[src/rtl/trig_coax_tx_pkg.sv]
// Shared constants, FSM state type and slot arithmetic for the coax trigger transmitter.
package trig_coax_pkg;

    localparam int NSLOT  = 4;
    localparam int SLOT_W = 2;

    localparam int DEF_QUIET_TICKS = 208;
    localparam int DEF_SYNC_PULSES = 55;
    localparam int DEF_SYNC_SLOT   = 0;

    typedef enum logic [1:0] {
        NORMAL = 2'd0,
        QUIET  = 2'd1,
        SYNC   = 2'd2,
        DONE   = 2'd3
    } state_e;

    // Frame slot that carries trigger type k (wraps mod 4 through the 2-bit width).
    function automatic logic [SLOT_W-1:0] slot_of_type(input logic [SLOT_W-1:0] base,
                                                       input logic [SLOT_W-1:0] k);
        slot_of_type = base + k;
    endfunction

    // Trigger type carried by a given frame slot.
    function automatic logic [SLOT_W-1:0] type_of_slot(input logic [SLOT_W-1:0] base,
                                                       input logic [SLOT_W-1:0] phase);
        type_of_slot = phase - base;
    endfunction

endpackage

[src/rtl/trig_coax_tx_if.sv]
// Control/status bundle of the coax trigger transmitter (everything except clock and reset).
interface trig_coax_tx_if #(
    parameter int NCH = 16
);
    logic                 clk_locked;
    logic                 sync_window;
    logic [NCH*4-1:0]     trig_req;
    logic                 resethist;
    logic [NCH-1:0]       coax_out;
    logic [1:0]           frame_phase;
    logic                 sync_ok;
    logic [15:0]          drop_cnt;

    modport master (
        output clk_locked, sync_window, trig_req, resethist,
        input  coax_out, frame_phase, sync_ok, drop_cnt
    );

    modport slave (
        input  clk_locked, sync_window, trig_req, resethist,
        output coax_out, frame_phase, sync_ok, drop_cnt
    );
endinterface

[src/rtl/trig_coax_tx_lane.sv]
// One coax channel: four pending trigger bits, the slot multiplexer and the
// NORMAL-traffic / sync-pulse output select, with a registered line drive.
module trig_coax_tx_lane
    import trig_coax_pkg::*;
#(
    parameter int SYNC_SLOT = DEF_SYNC_SLOT
) (
    input  logic              clk_adc,
    input  logic              nrst,
    input  logic              locked_i,
    input  logic              normal_i,
    input  logic              clear_i,
    input  logic              sync_fire_i,
    input  logic [SLOT_W-1:0] phase_i,
    input  logic [NSLOT-1:0]  req_i,
    output logic              coax_o
);

    localparam logic [SLOT_W-1:0] BASE = SLOT_W'(SYNC_SLOT);

    logic [NSLOT-1:0]  pend_q;
    logic [NSLOT-1:0]  pend_d;
    logic              coax_q;
    logic              coax_d;
    logic [SLOT_W-1:0] ksel_s;

    assign ksel_s = type_of_slot(BASE, phase_i);

    // Pending update: the type owning the current slot is consumed, others accumulate requests.
    always_comb begin
        pend_d = '0;
        for (int k = 0; k < NSLOT; k++) begin
            if (clear_i) begin
                pend_d[k] = 1'b0;
            end else if (slot_of_type(BASE, SLOT_W'(k)) == phase_i) begin
                pend_d[k] = 1'b0;
            end else begin
                pend_d[k] = pend_q[k] | req_i[k];
            end
        end
    end

    // Line select: suppressed without lock, slot traffic in NORMAL, sync pulse otherwise.
    always_comb begin
        coax_d = 1'b0;
        if (!locked_i) begin
            coax_d = 1'b0;
        end else if (normal_i) begin
            coax_d = pend_q[ksel_s] | req_i[ksel_s];
        end else begin
            coax_d = sync_fire_i;
        end
    end

    // Pending bits and registered line drive.
    always_ff @(posedge clk_adc or negedge nrst) begin
        if (!nrst) begin
            pend_q <= '0;
            coax_q <= 1'b0;
        end else begin
            pend_q <= pend_d;
            coax_q <= coax_d;
        end
    end

    assign coax_o = coax_q;

endmodule

[src/rtl/trig_coax_tx.sv]
// Coax trigger link transmitter: free-running 4-slot frame, per-channel slot
// multiplexing of trigger types, and the quiet + sync-pulse calibration burst.
module trig_coax_tx
    import trig_coax_pkg::*;
#(
    parameter int NCH         = 16,
    parameter int QUIET_TICKS = DEF_QUIET_TICKS,
    parameter int SYNC_PULSES = DEF_SYNC_PULSES,
    parameter int SYNC_SLOT   = DEF_SYNC_SLOT
) (
    input  logic           clk_adc,
    input  logic           nrst,
    trig_coax_tx_if.slave  bus
);

    localparam int QW = $clog2(QUIET_TICKS + 1);
    localparam int PW = $clog2(SYNC_PULSES + 1);
    localparam logic [QW-1:0]     QLAST = QW'(QUIET_TICKS - 1);
    localparam logic [PW-1:0]     PLAST = PW'(SYNC_PULSES - 1);
    localparam logic [SLOT_W-1:0] BASE  = SLOT_W'(SYNC_SLOT);

    state_e            state_q;
    state_e            state_d;
    logic [SLOT_W-1:0] phase_q;
    logic              sw_q;
    logic [QW-1:0]     qcnt_q;
    logic [QW-1:0]     qcnt_d;
    logic [PW-1:0]     pcnt_q;
    logic [PW-1:0]     pcnt_d;
    logic              sync_ok_q;
    logic              sync_ok_d;
    logic [15:0]       drop_q;
    logic [15:0]       drop_d;

    logic              rise_s;
    logic              normal_s;
    logic              enter_quiet_s;
    logic              clear_s;
    logic              sync_fire_s;
    logic              last_pulse_s;
    logic              drop_s;
    logic [NCH-1:0]    coax_s;

    assign rise_s = bus.sync_window & ~sw_q;

    // FSM state register.
    always_ff @(posedge clk_adc or negedge nrst) begin
        if (!nrst) begin
            state_q <= NORMAL;
        end else begin
            state_q <= state_d;
        end
    end

    // FSM next state: a window rise only counts in NORMAL; a falling window always returns to NORMAL.
    always_comb begin
        state_d = state_q;
        case (state_q)
            NORMAL: begin
                if (rise_s) state_d = QUIET;
                else        state_d = NORMAL;
            end
            QUIET: begin
                if (!bus.sync_window)     state_d = NORMAL;
                else if (qcnt_q == QLAST) state_d = SYNC;
                else                      state_d = QUIET;
            end
            SYNC: begin
                if (!bus.sync_window)               state_d = NORMAL;
                else if (sync_fire_s && last_pulse_s) state_d = DONE;
                else                                state_d = SYNC;
            end
            DONE: begin
                if (!bus.sync_window) state_d = NORMAL;
                else                  state_d = DONE;
            end
            default: state_d = NORMAL;
        endcase
    end

    // FSM outputs: lane controls and counter/flag next values.
    always_comb begin
        normal_s      = (state_q == NORMAL);
        enter_quiet_s = normal_s & rise_s;
        clear_s       = ~normal_s | enter_quiet_s | ~bus.clk_locked;
        sync_fire_s   = (state_q == SYNC) & bus.sync_window & (phase_q == BASE);
        last_pulse_s  = (pcnt_q == PLAST);
        drop_s        = ~normal_s & (|bus.trig_req);

        if (enter_quiet_s)          qcnt_d = '0;
        else if (state_q == QUIET)  qcnt_d = qcnt_q + QW'(1);
        else                        qcnt_d = qcnt_q;

        if (enter_quiet_s)          pcnt_d = '0;
        else if (sync_fire_s)       pcnt_d = pcnt_q + PW'(1);
        else                        pcnt_d = pcnt_q;

        if (enter_quiet_s)                    sync_ok_d = 1'b0;
        else if (sync_fire_s && last_pulse_s) sync_ok_d = 1'b1;
        else                                  sync_ok_d = sync_ok_q;

        if (bus.resethist)                    drop_d = 16'h0000;
        else if (drop_s && drop_q != 16'hFFFF) drop_d = drop_q + 16'd1;
        else                                  drop_d = drop_q;
    end

    // Frame counter, window edge register, burst counters, status and drop counter.
    always_ff @(posedge clk_adc or negedge nrst) begin
        if (!nrst) begin
            phase_q   <= 2'd0;
            sw_q      <= 1'b0;
            qcnt_q    <= '0;
            pcnt_q    <= '0;
            sync_ok_q <= 1'b0;
            drop_q    <= 16'h0000;
        end else begin
            phase_q   <= phase_q + 2'd1;
            sw_q      <= bus.sync_window;
            qcnt_q    <= qcnt_d;
            pcnt_q    <= pcnt_d;
            sync_ok_q <= sync_ok_d;
            drop_q    <= drop_d;
        end
    end

    for (genvar c = 0; c < NCH; c++) begin : g_lane
        trig_coax_tx_lane #(
            .SYNC_SLOT (SYNC_SLOT)
        ) u_lane (
            .clk_adc     (clk_adc),
            .nrst        (nrst),
            .locked_i    (bus.clk_locked),
            .normal_i    (normal_s),
            .clear_i     (clear_s),
            .sync_fire_i (sync_fire_s),
            .phase_i     (phase_q),
            .req_i       (bus.trig_req[4*c +: 4]),
            .coax_o      (coax_s[c])
        );
    end

    assign bus.coax_out    = coax_s;
    assign bus.frame_phase = phase_q;
    assign bus.sync_ok     = sync_ok_q;
    assign bus.drop_cnt    = drop_q;

endmodule
[src/flat_wrapper.sv]
// flat-port wrapper written by rule: the top's interface ports become plain ports
module trig_coax_tx_flat import trig_coax_pkg::*;
#(
    parameter int NCH         = 16,
    parameter int QUIET_TICKS = DEF_QUIET_TICKS,
    parameter int SYNC_PULSES = DEF_SYNC_PULSES,
    parameter int SYNC_SLOT   = DEF_SYNC_SLOT
)
  (clk_adc, nrst, bus_clk_locked, bus_sync_window, bus_trig_req, bus_resethist, bus_coax_out, bus_frame_phase, bus_sync_ok, bus_drop_cnt);
  trig_coax_tx_if #(.NCH(NCH)) bus_i ();
  input  logic clk_adc;
  input  logic nrst;
  input wire logic [$bits(bus_i.clk_locked)-1:0] bus_clk_locked;
  input wire logic [$bits(bus_i.sync_window)-1:0] bus_sync_window;
  input wire logic [$bits(bus_i.trig_req)-1:0] bus_trig_req;
  input wire logic [$bits(bus_i.resethist)-1:0] bus_resethist;
  output wire logic [$bits(bus_i.coax_out)-1:0] bus_coax_out;
  output wire logic [$bits(bus_i.frame_phase)-1:0] bus_frame_phase;
  output wire logic [$bits(bus_i.sync_ok)-1:0] bus_sync_ok;
  output wire logic [$bits(bus_i.drop_cnt)-1:0] bus_drop_cnt;
  assign bus_i.clk_locked = bus_clk_locked;
  assign bus_i.sync_window = bus_sync_window;
  assign bus_i.trig_req = bus_trig_req;
  assign bus_i.resethist = bus_resethist;
  assign bus_coax_out = bus_i.coax_out;
  assign bus_frame_phase = bus_i.frame_phase;
  assign bus_sync_ok = bus_i.sync_ok;
  assign bus_drop_cnt = bus_i.drop_cnt;
  trig_coax_tx #(.NCH(NCH), .QUIET_TICKS(QUIET_TICKS), .SYNC_PULSES(SYNC_PULSES), .SYNC_SLOT(SYNC_SLOT)) u_core (.clk_adc(clk_adc), .nrst(nrst), .bus(bus_i));
endmodule
[config.mk]
export PLATFORM = sky130hd
export DESIGN_NAME = trig_coax_tx_flat
export DESIGN_NICKNAME = d
export VERILOG_FILES = /design/src/rtl/trig_coax_tx_pkg.sv /design/src/rtl/trig_coax_tx_if.sv /design/src/rtl/trig_coax_tx_lane.sv /design/src/rtl/trig_coax_tx.sv /design/src/flat_wrapper.sv
export SDC_FILE = /design/constraint.sdc
export NUM_CORES = 1
export LEC_CHECK = 0
export ABC_CLOCK_PERIOD_IN_PS = 2400
export BUFFER_PORTS_ARGS = -buffer_cell sky130_fd_sc_hd__buf_4
export CAP_MARGIN = 20
export CORE_MARGIN = 1
export CORE_UTILIZATION = 55
export DETAILED_ROUTE_END_ITERATION = 6
export GPL_ROUTABILITY_DRIVEN = 0
export GPL_TIMING_DRIVEN = 0
export PLACE_DENSITY = 0.86
export SETUP_SLACK_MARGIN = 0.1
export SYNTH_ARGS = -nofsm -noshare
export SYNTH_HDL_FRONTEND = slang
export SYNTH_SLANG_ARGS = --single-unit
[constraint.sdc]
create_clock -name clk_adc -period 2.4 [get_ports clk_adc]
set_input_delay 0.12 -clock clk_adc [delete_from_list [all_inputs] [get_ports clk_adc]]
set_output_delay 0.12 -clock clk_adc [all_outputs]
set_load 0.005 [all_outputs]
# ---- After elaboration in Yosys (flattened, before gate mapping)
# Index checks and enable logic that the tools add are counted.
dict set report op_classes {
  eq_ne 9
  n_mux 239
  bitwise_logic 90
  n_lt_le_gt_ge 1
  n_reduce_logical 9
  n_addsub 4
}
# op count
set ops {}
lappend ops {{1-bit 2-to-1 mux} 196}
lappend ops {{1-bit bitwise OR} 82}
lappend ops {{1-bit binary-select mux with 2-bit select} 32}
lappend ops {{64-bit OR reduction} 1}
lappend ops {{16-bit 2-to-1 mux} 2}
lappend ops {{16-bit by 1-bit adder with 16-bit output, second input constant} 1}
lappend ops {{8-bit 2-to-1 mux} 2}
lappend ops {{16-bit != test, second input constant} 1}
lappend ops {{6-bit 2-to-1 mux} 2}
lappend ops {{8-bit by 1-bit adder with 8-bit output, second input constant} 1}
lappend ops {{8-bit == test, second input constant} 1}
lappend ops {{2-bit 2-to-1 mux} 4}
lappend ops {{2-bit one-hot mux with 4 select lines} 1}
lappend ops {{2-bit nonzero test} 4}
lappend ops {{6-bit by 1-bit adder with 6-bit output, second input constant} 1}
lappend ops {{6-bit == test, second input constant} 1}
lappend ops {{1-bit bitwise AND} 5}
lappend ops {{2-bit == test, first input constant} 2}
lappend ops {{2-bit == test, second input constant} 2}
lappend ops {{2-bit zero test} 2}
lappend ops {{2-bit by 3-bit less-than comparator with 1-bit output, second input constant} 1}
lappend ops {{1-bit NOT} 3}
lappend ops {{2-bit by 1-bit adder with 2-bit output, second input constant} 1}
lappend ops {{1-bit by 2-bit == test with 1-bit output, first input constant} 1}
lappend ops {{other kinds (2)} 3}
dict set report word_totals {
  regBits 116
  wordCells 391
  in_bits 69
}

# ---- Depth between registers and ports, before layout
dict set report logic_depth {
  ltp_word 7
  depth_mapped 8
}

# ---- Hierarchy
# Synthesis repeated with hierarchy kept, for this count alone.
dict set report unflattened {
  cells_unflattened 535
  hier_area_um2 5571.6
}
# module seq_area_each_um2 n_inst cells_each area_each_um2
set modules_own_cells {}
lappend modules_own_cells {trig_coax_tx_lane 125.1 16 19 216.5}
lappend modules_own_cells {trig_coax_tx 900.9 1 231 2108.3}

# ---- Worst setup path before layout
# OpenSTA, ideal clock, no wires.
dict set report synth_path {
  kind {register -> register}
  from {register u_core.phase_q[1], in the netlist u_core.bus.frame_phase[1]}
  to {register u_core.g_lane[0].u_lane.coax_q}
  path_stages_with_launch 9
  period_less_slack_ns 2.258
  n_path_buf 3
  arrival_ns 2.121
  t_required_ns 2.263
  path_slack_ns 0.142
  path_cell_list {dfrtp_1 > clkinv_1 > buf_1 > ha_1 > and4b_1 > clkbuf_1 > o21ai_1 > clkbuf_1 > a21oi_1}
}
dict set report synth_via {
  elab_chain_cells 5
}
# item line_no
set synth_lines {}
lappend synth_lines {{start: declaration} trig_coax_tx.sv:24} ;# logic [SLOT_W-1:0] phase_q;
lappend synth_lines {{start signal: assignment} trig_coax_tx.sv:117} ;# phase_q <= phase_q + 2'd1;
lappend synth_lines {{1-bit binary-select mux with 2-bit select} trig_coax_tx_lane.sv:49} ;# coax_d = pend_q[ksel_s] | req_i[ksel_s];
lappend synth_lines {{1-bit 2-to-1 mux (implied by the code)} trig_coax_tx_lane.sv:49}
lappend synth_lines {{1-bit bitwise OR} trig_coax_tx_lane.sv:49}
lappend synth_lines {{1-bit 2-to-1 mux (*)} trig_coax_tx_lane.sv:48} ;# end else if (normal_i) begin
lappend synth_lines {{1-bit 2-to-1 mux (*)} trig_coax_tx_lane.sv:46} ;# if (!locked_i) begin
lappend synth_lines {{net u_core.g_lane[0].u_lane.coax_d} trig_coax_tx_lane.sv:24} ;# logic coax_d;
lappend synth_lines {{end signal: assignment} trig_coax_tx_lane.sv:62} ;# coax_q <= coax_d;
lappend synth_lines {{end: declaration} trig_coax_tx_lane.sv:23} ;# logic coax_q;
# Mark *: on every way through the listed nets, which the timed path passes. The rest lies on a longest branch. The select of a mux whose other input is x is not followed.
# A chain may end at the register's enable or synchronous reset.

# ---- Worst setup path after layout
dict set report layout_path {
  from {input bus_trig_req[38]}
  to {register u_core.drop_q[13], in the netlist u_core.bus.drop_cnt[13]}
}
dict set report layout_via {
  elab_chain_cells 4
}
# item line_no
set layout_lines {}
lappend layout_lines {{start: declaration} flat_wrapper.sv:15} ;# input wire logic [$bits(bus_i.trig_req)-1:0] bus_trig_req;
lappend layout_lines {{64-bit OR reduction} trig_coax_tx.sv:88} ;# drop_s = ~normal_s & (|bus.trig_req);
lappend layout_lines {{1-bit bitwise AND} trig_coax_tx.sv:88}
lappend layout_lines {{1-bit logical AND} trig_coax_tx.sv:103} ;# else if (drop_s && drop_q != 16'hFFFF) drop_d = drop_q + 16'd1;
lappend layout_lines {{2-bit nonzero test (no line)} -}
lappend layout_lines {{end signal: assignment} trig_coax_tx.sv:122} ;# drop_q <= drop_d;
lappend layout_lines {{end: declaration} trig_coax_tx.sv:32} ;# logic [15:0] drop_q;
# Every way passes these cells.

==> impl_metrics.tcl <==
set metrics [dict create \
    vdd.ir_drop.worst_mv 0.6946 \
    routedWlPerCell_um 23.62 \
    cts_buffer_depth 2 \
    postSynthCellCount 507 \
    detail_route.vias_per_cell 6.473 \
    area_of_the_mapped_netlist_mm2 0.005265 \
    seq_area_frac_synth_pct 55.13 \
    period_needed_ns 2.359 \
    layout_common_cells "150 x sky130_fd_sc_hd__nor2_1, 124 x sky130_fd_sc_hd__buf_4, 114 x sky130_fd_sc_hd__dfrtp_1, 67 x sky130_fd_sc_hd__dlygate4sd3_1, 28 x sky130_fd_sc_hd__a21oi_1" \
    r2r-end "u_core.g_lane[2].u_lane.coax_o$_DFF_PN0_" \
    report.final.slew_viol_count 0 \
    mappedNetlistNets 584 \
    synth-edff-count 0 \
    utilization_pct 82.14 \
    main_synth_ff_type "sky130_fd_sc_hd__dfrtp_1" \
    grt_pass1_wl_mm 30.53 \
    share_of_layout_cells_above_drive_strength_1_pct 29.27 \
    grtUsageTotal_pct 41.85 \
    drcViolationCount 0 \
    reg2regPathDepth 8 \
    end_kind "flop" \
    dpl.hpwl_mm 9.047 \
    critical_path_peak_fanout 10 \
    grt_max_degree 62 \
    max_clock_freq_mhz 424.0 \
    die_x_um 99.84 \
    min-delay-start "bus_resethist" \
    crit_path_start_kind "input pin" \
    synth.top_cells.by_area "sky130_fd_sc_hd__dfrtp_1 55%, sky130_fd_sc_hd__nor2_1 11%, sky130_fd_sc_hd__mux4_2 6.8%" \
    route.final.wire_length_mm 19.91 \
    core_area_mm2 0.009240 \
    clk_pin_slew_ns 0.06 \
    nNetsFinal 778 \
    fin_setup_tns_ns 0 \
    async_flop_share_pct 100.0 \
    postPlaceCellArea_mm2 0.006227 \
    grt_pass1_vias 5580 \
    leakage_uw 0.003563 \
    drv.max_cap_violation_count 0 \
    route.vias.total 5457 \
    worst_hold_slack_ns 0.06747 \
    hold-path-endpoint "u_core.bus.drop_cnt[4]$_DFFE_PN0P_" \
    fin_crit_sh_pct 98.28 \
    fin_skew_ns 0.01276 \
    core.rowCount 35 \
    die_y_um 99.84 \
    critical_path_class "in2reg" \
    outcome "finished clean" \
    drt-pass1-iter-count 7 \
    number_of_antenna_violations_at_the_first_check_in_global_routing 0 \
    flip_flop_and_latch_count_after_synthesis 116 \
    share_of_yosys_cell_area_claimed_by_the_top_area_cell_type_pct 55.13 \
    globalRouteOverflowTotal 0 \
    synth_cell_types 44 \
    regToRegSetupSlack_ns 0.07 \
    ctsHtreeMaxLevel 4 \
    ys_warn_count 0 \
    die_area_mm2 0.009968 \
    reg2reg_from "u_core.bus.frame_phase[1]$_DFF_PN0_" \
    post-route-cell-area_mm2 0.007590 \
    initial_core_utilization_pct 56.98 \
    power_uw 5487 \
    detailedRoute.firstIterationViolations 809 \
    final_number_of_setup_violating_endpoints 0 \
    antenna_cells 0 \
    worst-endpoint-arrival_ns 2.77 \
    clk_root_buffer_cell "sky130_fd_sc_hd__clkbuf_8" \
    cp_data_required_time_ns 2.81 \
    layout.cells.most_common "sky130_fd_sc_hd__nor2_1" \
    numClockSinks 116 \
    filler_cell_count 394 \
    io_pins 104 \
    cts_tree "yes" \
    timing.hold.worst_path_depth 3 \
    cts_made_buffers 17 \
    cellPowerDensity_mw_per_mm2 722.9 \
    worstSkewPairLatency_ns 0.52 \
    tightest_slew_ns 0.7394 \
    min-delay-path-class "in2reg" \
    setup_repair_after_global_routing_missed_its_margin "yes" \
    final-hold-violation-count 0 \
    slew_headroom_pct 50.70 \
    port_buffers 103 \
    synth.avg_cell_area_um2 10.38 \
    synth_top_area_cell "sky130_fd_sc_hd__dfrtp_1" \
    final_antenna_net_count 0 \
    area_growth_pct 44.15 \
]
==> routing by layer <==
layer  global-route usage, %  vias up  wire, um
met2                   68.81      594      9580
met4                   28.28        0      1544
met5                       0        -         0
li1                        -     2136         -
met3                   10.86      176      2228
met1                   48.55     2551      6560
==> metrics by stage <==
| stage | instances | worst slack (ns) |
|---|---|---|
| final | 843 | 0.04135 |
| after global routing | 843 | 0.02127 |
| after floorplan | 507 | 0.1417 |
| after global placement | 739 | -0.4772 |
| after detailed placement | 740 | -0.5311 |
| after CTS | 839 | 0.1692 |
==> sequential cells by signal, indices dropped and copies added, names as in the netlist <==
| signal | flops |
|---|---|
| u_core.sw_q | 1 |
| u_core.bus.drop_cnt | 16 |
| u_core.pcnt_q | 6 |
| u_core.bus.sync_ok | 1 |
| u_core.qcnt_q | 8 |
| u_core.g_lane.u_lane.coax_o | 16 |
| u_core.bus.frame_phase | 2 |
| u_core.g_lane.u_lane.pend_q | 64 |
| u_core.state_q | 2 |
==> worst max-delay path by stage <==
stage | startpoint | to | cells past startpoint
floorplan | u_core.bus.frame_phase[1]$_DFF_PN0_ | u_core.g_lane[0].u_lane.coax_o$_DFF_PN0_ | 8
global placement | u_core.bus.frame_phase[1]$_DFF_PN0_ | u_core.g_lane[15].u_lane.coax_o$_DFF_PN0_ | 8
detailed placement | u_core.bus.frame_phase[1]$_DFF_PN0_ | u_core.g_lane[14].u_lane.coax_o$_DFF_PN0_ | 8
CTS | bus_trig_req[3] | u_core.bus.drop_cnt[4]$_DFFE_PN0P_ | 8
global route | u_core.bus.frame_phase[0]$_DFF_PN0_ | u_core.g_lane[2].u_lane.coax_o$_DFF_PN0_ | 8
finish | bus_trig_req[38] | u_core.bus.drop_cnt[13]$_DFFE_PN0P_ | 9
==> cell families after synthesis <==
kind of cell / Yosys count / share of synthesized area [%]
simple gates: 254 / 23.00
xor+xnor: 6 / 0.9981
fa+ha+maj: 8 / 1.901
compound gates: 57 / 5.894
mux: 23 / 8.627
buf+inv: 43 / 4.444
flops: 116 / 55.13
==> layout make-up <==
cell class              instances  area (um^2)  share of cell area, %
plain buffers                  38        237.7                  3.132
clock buffers                  19        441.7                  5.819
clock inverters                13        172.7                  2.275
inverters                       5        23.77                 0.3132
multi-input cells             348         2146                  28.27
flip-flops and latches        116         2905                  38.28
well taps                     129        161.4                  2.127
repair buffers                175         1501                  19.78
==> worst max-delay path: stages <==
cell	delay, ns
sky130_fd_sc_hd__dlygate4sd3_1	0.55
sky130_fd_sc_hd__buf_4	0.15
sky130_fd_sc_hd__nor4_1	0.55
sky130_fd_sc_hd__nand4_1	0.31
sky130_fd_sc_hd__nor4_4	0.26
sky130_fd_sc_hd__buf_4	0.19
sky130_fd_sc_hd__buf_2	0.22
sky130_fd_sc_hd__o21ai_0	0.15
sky130_fd_sc_hd__a21oi_1	0.27
==> timing repair <==
item                                    in CTS  in global routing
pin swaps                                    0                  1
buffers inserted                             0                  4
endpoints found under the setup margin      55                 55
gates resized for setup                     11                 11
endpoints found under the hold margin      128                  0
hold buffers                                67                  0
==> report_power, final <==
| part | switching (uW) | leakage (uW) | internal [uW] |
|---|---|---|---|
| clock | 999 | 0.000288 | 1650 |
| combinational | 378 | 0.00171 | 330 |
| sequential | 65.8 | 0.00156 | 2060 |
==> cell usage after synthesis (4+ instances only) <==
cell,number
sky130_fd_sc_hd__ha_1,8
sky130_fd_sc_hd__buf_4,16
sky130_fd_sc_hd__xor2_1,5
sky130_fd_sc_hd__nand4_1,12
sky130_fd_sc_hd__nor2b_1,9
sky130_fd_sc_hd__clkbuf_1,16
sky130_fd_sc_hd__buf_2,4
sky130_fd_sc_hd__nor2_1,150
sky130_fd_sc_hd__nand3_1,12
sky130_fd_sc_hd__dfrtp_1,116
sky130_fd_sc_hd__and3_1,6
sky130_fd_sc_hd__or3_1,7
sky130_fd_sc_hd__nor4_1,19
sky130_fd_sc_hd__o21ai_0,21
sky130_fd_sc_hd__nand2_1,15
sky130_fd_sc_hd__a21oi_1,28
sky130_fd_sc_hd__mux2_4,4
sky130_fd_sc_hd__mux4_2,16
sky130_fd_sc_hd__or2_2,5
Power figures use the tool's default switching activity.
